## src/rtl/tictactoe_pkg.sv

```systemverilog
// Shared types and the win-line table for the tic-tac-toe board judge.
// Optional feature macro used by board_judge: JUDGE_WINMASK_EN.
package tictactoe_pkg;

  localparam int CELL_W    = 2;
  localparam int NUM_CELLS = 9;
  localparam int NUM_LINES = 8;

  typedef enum logic [1:0] {
    EMPTY = 2'b00,
    P0    = 2'b01,
    P1    = 2'b10,
    BAD   = 2'b11
  } cell_t;

  typedef enum logic [1:0] {
    IDLE = 2'd0,
    SCAN = 2'd1,
    DONE = 2'd2
  } judge_state_t;

  // Cell indices 0..8 map to a..i (row-major).
  localparam logic [3:0] LINE_CELLS [NUM_LINES][3] = '{
    '{4'd0, 4'd1, 4'd2},   // 0 abc
    '{4'd3, 4'd4, 4'd5},   // 1 def
    '{4'd6, 4'd7, 4'd8},   // 2 ghi
    '{4'd0, 4'd3, 4'd6},   // 3 adg
    '{4'd1, 4'd4, 4'd7},   // 4 beh
    '{4'd2, 4'd5, 4'd8},   // 5 cfi
    '{4'd0, 4'd4, 4'd8},   // 6 aei
    '{4'd2, 4'd4, 4'd6}    // 7 ceg
  };

  // Nine-bit mask of a line's cells, bit8 = a .. bit0 = i.
  function automatic logic [8:0] line_mask(input logic [2:0] idx);
    logic [8:0] m;
    m = '0;
    for (int j = 0; j < 3; j++) begin
      m[8 - int'(LINE_CELLS[idx][j])] = 1'b1;
    end
    return m;
  endfunction

endpackage

```

## src/rtl/board_judge_line_check.sv

```systemverilog
// Combinational check of one win line: three equal owned cells.
module line_check
  import tictactoe_pkg::*;
(
  input  cell_t c0,
  input  cell_t c1,
  input  cell_t c2,
  output logic  match,
  output cell_t owner
);

  // Empty and invalid cells never form a line, even when all three agree.
  always_comb begin
    match = (c0 == c1) && (c1 == c2) && ((c0 == P0) || (c0 == P1));
    owner = match ? c0 : EMPTY;
  end

endmodule

```

## src/rtl/board_judge.sv

```systemverilog
// Board judge: snapshots the 3x3 grid on start and scans the eight win lines,
// one per clock, reporting winner / win_line / draw with a done pulse.
// Optional: JUDGE_WINMASK_EN adds win_mask (bit8 = a .. bit0 = i).
// Handshake: start is a level sampled only in IDLE with game_over low and
// clear low; done pulses for one cycle and results hold until start/clear.
module board_judge
  import tictactoe_pkg::*;
(
  input  logic       clk,
  input  logic       rst,
  input  logic       start,
  input  logic       clear,
  input  logic [1:0] a,
  input  logic [1:0] b,
  input  logic [1:0] c,
  input  logic [1:0] d,
  input  logic [1:0] e,
  input  logic [1:0] f,
  input  logic [1:0] g,
  input  logic [1:0] h,
  input  logic [1:0] i,
  output logic       busy,
  output logic       done,
  output logic [1:0] winner,
  output logic [2:0] win_line,
  output logic       draw,
  output logic       game_over
`ifdef JUDGE_WINMASK_EN
  ,
  output logic [8:0] win_mask
`endif
);

  judge_state_t state_q, state_d;
  cell_t        snap_q [NUM_CELLS];
  cell_t        snap_d [NUM_CELLS];
  cell_t        cells  [NUM_CELLS];
  logic [2:0]   idx_q, idx_d;
  logic         busy_q, busy_d;
  logic         done_q, done_d;
  cell_t        winner_q, winner_d;
  logic [2:0]   line_q, line_d;
  logic         draw_q, draw_d;
  logic         go_q, go_d;
  logic         match;
  cell_t        owner;
  logic         all_occupied;
`ifdef JUDGE_WINMASK_EN
  logic [8:0]   mask_q, mask_d;
`endif

  // Live grid as a cell array, index 0 = a.
  always_comb begin
    cells[0] = cell_t'(a);
    cells[1] = cell_t'(b);
    cells[2] = cell_t'(c);
    cells[3] = cell_t'(d);
    cells[4] = cell_t'(e);
    cells[5] = cell_t'(f);
    cells[6] = cell_t'(g);
    cells[7] = cell_t'(h);
    cells[8] = cell_t'(i);
  end

  // Invalid (11) cells count as occupied for the draw decision.
  always_comb begin
    all_occupied = 1'b1;
    for (int k = 0; k < NUM_CELLS; k++) begin
      if (snap_q[k] == EMPTY) all_occupied = 1'b0;
    end
  end

  // Single checker, fed the snapshot cells of the line under scan.
  line_check u_line_check (
    .c0    (snap_q[LINE_CELLS[idx_q][0]]),
    .c1    (snap_q[LINE_CELLS[idx_q][1]]),
    .c2    (snap_q[LINE_CELLS[idx_q][2]]),
    .match (match),
    .owner (owner)
  );

  // Next-state logic: clear dominates every state and any start.
  always_comb begin
    state_d  = state_q;
    snap_d   = snap_q;
    idx_d    = idx_q;
    busy_d   = busy_q;
    done_d   = 1'b0;
    winner_d = winner_q;
    line_d   = line_q;
    draw_d   = draw_q;
    go_d     = go_q;
`ifdef JUDGE_WINMASK_EN
    mask_d   = mask_q;
`endif
    if (clear) begin
      state_d  = IDLE;
      busy_d   = 1'b0;
      winner_d = EMPTY;
      line_d   = '0;
      draw_d   = 1'b0;
      go_d     = 1'b0;
`ifdef JUDGE_WINMASK_EN
      mask_d   = '0;
`endif
    end else begin
      case (state_q)
        IDLE: begin
          if (start && !go_q) begin
            snap_d   = cells;
            idx_d    = '0;
            winner_d = EMPTY;
            line_d   = '0;
            draw_d   = 1'b0;
            busy_d   = 1'b1;
            state_d  = SCAN;
`ifdef JUDGE_WINMASK_EN
            mask_d   = '0;
`endif
          end
        end
        SCAN: begin
          if (match) begin
            winner_d = owner;
            line_d   = idx_q;
            state_d  = DONE;
`ifdef JUDGE_WINMASK_EN
            mask_d   = line_mask(idx_q);
`endif
          end else if (idx_q == 3'(NUM_LINES - 1)) begin
            draw_d  = all_occupied;
            state_d = DONE;
          end else begin
            idx_d = idx_q + 3'd1;
          end
        end
        DONE: begin
          done_d  = 1'b1;
          go_d    = go_q | (winner_q != EMPTY) | draw_q;
          busy_d  = 1'b0;
          state_d = IDLE;
        end
        default: begin
          state_d = IDLE;
          busy_d  = 1'b0;
        end
      endcase
    end
  end

  // State and result registers with asynchronous active-low reset.
  always_ff @(posedge clk or negedge rst) begin
    if (!rst) begin
      state_q  <= IDLE;
      for (int k = 0; k < NUM_CELLS; k++) snap_q[k] <= EMPTY;
      idx_q    <= '0;
      busy_q   <= 1'b0;
      done_q   <= 1'b0;
      winner_q <= EMPTY;
      line_q   <= '0;
      draw_q   <= 1'b0;
      go_q     <= 1'b0;
`ifdef JUDGE_WINMASK_EN
      mask_q   <= '0;
`endif
    end else begin
      state_q  <= state_d;
      snap_q   <= snap_d;
      idx_q    <= idx_d;
      busy_q   <= busy_d;
      done_q   <= done_d;
      winner_q <= winner_d;
      line_q   <= line_d;
      draw_q   <= draw_d;
      go_q     <= go_d;
`ifdef JUDGE_WINMASK_EN
      mask_q   <= mask_d;
`endif
    end
  end

  assign busy      = busy_q;
  assign done      = done_q;
  assign winner    = winner_q;
  assign win_line  = line_q;
  assign draw      = draw_q;
  assign game_over = go_q;
`ifdef JUDGE_WINMASK_EN
  assign win_mask  = mask_q;
`endif

endmodule
```

## config.mk

```make
export PLATFORM = sky130hd
export DESIGN_NAME = board_judge
export DESIGN_NICKNAME = d
export VERILOG_FILES = /design/src/rtl/tictactoe_pkg.sv /design/src/rtl/board_judge_line_check.sv /design/src/rtl/board_judge.sv
export SDC_FILE = /design/constraint.sdc
export NUM_CORES = 1
export LEC_CHECK = 0
export ABC_AREA = 1
export CORE_MARGIN = 10
export CORE_UTILIZATION = 57
export CTS_BUF_LIST = sky130_fd_sc_hd__clkbuf_4 sky130_fd_sc_hd__clkbuf_8
export DETAILED_ROUTE_END_ITERATION = 12
export PLACE_DENSITY = 0.83
export SLEW_MARGIN = 20
export SYNTH_ARGS = -nofsm -noshare
export SYNTH_HDL_FRONTEND = slang
export SYNTH_SLANG_ARGS = --single-unit
```

## constraint.sdc

```tcl
create_clock -name clk -period 2.9 [get_ports clk]
set_input_delay 0.725 -clock clk [delete_from_list [all_inputs] [get_ports clk]]
set_output_delay 0.725 -clock clk [all_outputs]
set_load 0.005 [all_outputs]
```

==> results of run 1 <==
## cell usage in the layout (no fill, tap or decap), types with 2 or more instances in the layout
cell type	synthesis	final
nand2_1	90	89
nand3_1	70	70
dfrtp_1	32	32
clkdlybuf4s50_1	0	30
inv_1	29	29
nor2_1	29	29
a21oi_1	13	13
nand2_2	9	10
mux2_2	8	8
buf_4	1	7
ha_1	6	6
clkbuf_8	0	5
nand2_4	4	4
nand4_1	3	3
nand3_2	3	3
nor3_1	2	2
nor2_2	2	2
o21ai_0	2	2
nor4_1	2	2
clkinv_2	0	2
## metal layers
layer,wire [um],global-route usage [%]
met1,2900,27.3
met2,2840,29.9
met3,501,4.43
met4,108,8.36
met5,0,0
## worst paths after layout
| check | from | to | slack (ns) | cells after the start |
|---|---|---|---|---|
| max | idx_q[1] | idx_q[2] | 0.31 | 14 |
| max reg2reg | idx_q[1] | idx_q[2] | 0.31 | 14 |
| max in group asynchronous | rst | snap_q[5] | 1.76 | 2 |
| min | win_line[1] | win_line[1] | 0.49 | 2 |
| min reg2reg | win_line[1] | win_line[1] | 0.49 | 2 |
| min in group asynchronous | rst | win_line[0] | 0.84 | 2 |
## power breakdown
part	total [mW]	switching [mW]	internal, mW
Combinational	1.61	1.02	0.595
Clock	0.349	0.182	0.167
Sequential	0.753	0.175	0.579
## kinds of logic after synthesis
group                    after synthesis  share of synthesized area [%]
AND/OR/NAND/NOR                      216                           44.7
buffers and inverters                 37                           7.13
AO/OA/AOI/OAI                         19                           4.78
multiplexers                           8                           4.05
adder cells (fa/ha/maj)                6                           3.37
flip-flops                            32                           36.0
## state kept, by name, summed over array words and instances, names as in the netlist, 2 cells and up
name and count:
idx_q 3, win_line 3, state_q 2, snap_q 18, winner 2
## worst min-delay path, cell delays in order (launching register included)
cell and delay, ns:
dfrtp_1 0.35, nand2_1 0.06, nand2_1 0.05
## area by class of cell
type	count	area (um2)	area share [%]
sequential	32	801	29.8
timing repair buffer	37	353	13.1
clock buffer	5	68.8	2.56
inverter	31	116	4.33
clock inverter	3	18.8	0.698
multi-input combinational	249	1270	47.3
tap	48	60.1	2.23
==> results by stage, run 1 <==
Status:
- The run finished with clean final reports.

Floorplanning:
- From bottom edge to top edge, the die measures 82.5 um.
- The initial utilization of the core area, before any placement, comes to 59.9%.
- In this run the count of I/O pins placed on the die edge is 31.
- The core box area is 3720 um2.
- The floorplan step defined a die boundary enclosing 6810 um2.
- The die is 82.5 um wide.
- Row generation in the floorplan step produced 22 rows.

Finish:
- Excluding fillers, the count of instances in the completed layout stands at 405.
- The repair_antennas step left the layout with diodes totalling 0.
- Once layout is complete, the utilization of the core stands at 72.3%.
- The post-route netlist has 12.3% of its cells at a drive strength greater than 1.
- The area growth from synthesis to layout is 20.7%.
- Once layout is done, the placed cells without fillers occupy 2690 um2.
- The layout filler cell count is 327.
- The number of nets in the final layout is 384.

Place:
- Timing analysis after detailed placement gives a worst setup slack of 0.301 ns.
- The HPWL after detailed placement is 4.87 mm.
- At the end of routability-driven placement, the weighted congestion stood at 0.980.
- The number of port buffers is 30.
- The standard cell area after detailed placement is 2600 um2.
- In this run, placement finished with an instance count of 397.

Synth:
- The per-instance average area after synthesis is 7.00 um2.
- The fraction of registers with async set or reset after synthesis is 100%.
- The flip-flop cell with the highest count after synthesis is dfrtp_1.
- The commonest cells after synthesis are nand2_1 (90), nand3_1 (70), dfrtp_1 (32), inv_1 (29), nor2_1 (29).
- The area share of the leading cell type in the synthesized netlist is 36.0%.
- Yosys attributes the largest share of cell area to dfrtp_1 (36%), nand3_1 (16%), nand2_1 (15%), inv_1 (4.9%), nor2_1 (4.9%).
- Counting distinct cell types in the post-synthesis netlist gives 28.
- The most common cell in the netlist is nand2_1.
- The count of flip-flops with a built-in enable after synthesis is 0.
- The biggest area contributor in the post-synthesis netlist is dfrtp_1.
- The total of warnings raised by yosys is 0.
- The post-synthesis sequential area ratio is 36.0%.
- After synthesis the netlist holds a flip-flop and latch count of 32.
- The cell area that synthesis handed to floorplanning was 2230 um2.
- The count of mapped cells out of synthesis is 318.
- The number of nets handed over by synthesis was 346.

Clock network:
- The clock passes through at most 2 buffers.
- The clock root buffer master is clkbuf_8.
- Gates resized during post-CTS repair numbered 0.
- The number of setup buffers added after CTS is 0.
- The total clock buffers created by CTS is 5.
- The tree built by TritonCTS fans out to 32 sinks.
- The later pin in the worst-skew pair is clocked with a latency of 0.29 ns.
- The clock transition at the registers of the reported paths is 0.08 ns.
- The CTS tree is built.
- CTS built an H-tree with a depth of 2.
- In this run, post-CTS hold repair placed 0 buffers.

Drt:
- In the routed design, unresolved DRC markers number 0.
- After detailed routing, the average wire length per cell comes to 15.7 um.
- The first detailed-routing pass took 5 iterations.
- The remaining antenna violation count is 0.
- The final wirelength is 6.35 mm.
- Dividing the detail-routed via count by the number of cells gives 5.51.
- The count of routing violations after the opening detailed-route iteration is 152.
- The total via count in the routed design is 2233.

GRT:
- The first-pass GRT wire length is 10.5 mm.
- The largest net degree at the start of global routing is 33.
- The initial antenna violation count is 0.
- The number of global-route vias before repair came to 2174.
- Global routing finished with a remaining overflow of 0.
- In the global route stage, overall resource usage came out at 20.0%.

Worst setup path:
- In this design, the largest share of critical-path delay is due to simple AND/OR/NAND/NOR gates.
- The buffers plus inverters on the worst setup path is 2.
- The endpoint type of the worst setup path is a flop.
- The critical path startpoint category is a flop.
- The arrival time reported for the critical path endpoint is 2.78 ns.
- The required time of the critical path is 3.08 ns.
- The setup path with the least slack is of type reg2reg.
- The signal on the critical path passes through inv_1 -> ha_1 -> nor2_2 -> inv_1 -> nand2_2 -> nand3_1 -> nand3_1 -> nand2_1 -> a21oi_1 -> nand3_2 -> nand3_2 -> nand2_4 -> nand2_1 -> nand2_1.
- The cell repeated most along the worst path is nand2_1.
- The cell at the slowest stage of the critical path is dfrtp_1.
- Along the worst path, the maximum fanout reaches 7.
- The largest single stage delay on the critical path is 0.43 ns.

Job:
- Across the run, the number of max-cap violations was 0.

Worst hold path:
- The min-delay analysis places its worst path in the category reg2reg.

Timing:
- For the final database, setup skew stands at 0.00894 ns.
- At the pin with the least slew margin, the transition time is 0.552 ns.
- The upper clock frequency limit is 386 MHz.
- Across all hold checks on the routed design, the worst slack comes to 0.489 ns.
- The final-report hold violation count is 0.
- The max-slew headroom at the worst pin is 63.2%.
- Setup repair after global routing left no endpoint under its margin.
- After layout, the worst path uses 89.4% of the clock period.
- The final total negative setup slack is 0 ns.
- The count of pins over their slew limit came to 0.
- Setup violations remaining at the end of the flow were counted as 0.
- The shortest period the worst path allows is 2.59 ns.
- The final setup slack of the worst path is 0.308 ns.

Power:
- The worst voltage drop across the vdd grid is 0.000538 V.
- In this run the power density over the cells is 1010 nW/um2.
- The overall power after layout is 2.72 mW.
- The analysis attributes to cell leakage a power of 1.39 nW.
Power figures use the tool's default switching activity.
==> inputs of run 2 (changes only) <==
--- a/config.mk
+++ b/config.mk
@@ -6,6 +6,7 @@
 export NUM_CORES = 1
 export LEC_CHECK = 0
 export ABC_AREA = 1
+export ABC_CLOCK_PERIOD_IN_PS = 2900
 export CORE_MARGIN = 10
 export CORE_UTILIZATION = 57
 export CTS_BUF_LIST = sky130_fd_sc_hd__clkbuf_4 sky130_fd_sc_hd__clkbuf_8
==> results of run 2 <==
No change in the layout: final DEF, timing and power equal those of run 1.
==> inputs of run 3 (changes only) <==
--- a/config.mk
+++ b/config.mk
@@ -12,6 +12,7 @@
 export CTS_BUF_LIST = sky130_fd_sc_hd__clkbuf_4 sky130_fd_sc_hd__clkbuf_8
 export DETAILED_ROUTE_END_ITERATION = 12
 export PLACE_DENSITY = 0.83
+export SETUP_SLACK_MARGIN = 0.05
 export SLEW_MARGIN = 20
 export SYNTH_ARGS = -nofsm -noshare
 export SYNTH_HDL_FRONTEND = slang
==> results of run 3 <==
No change in the layout: final DEF, timing and power equal those of run 1.
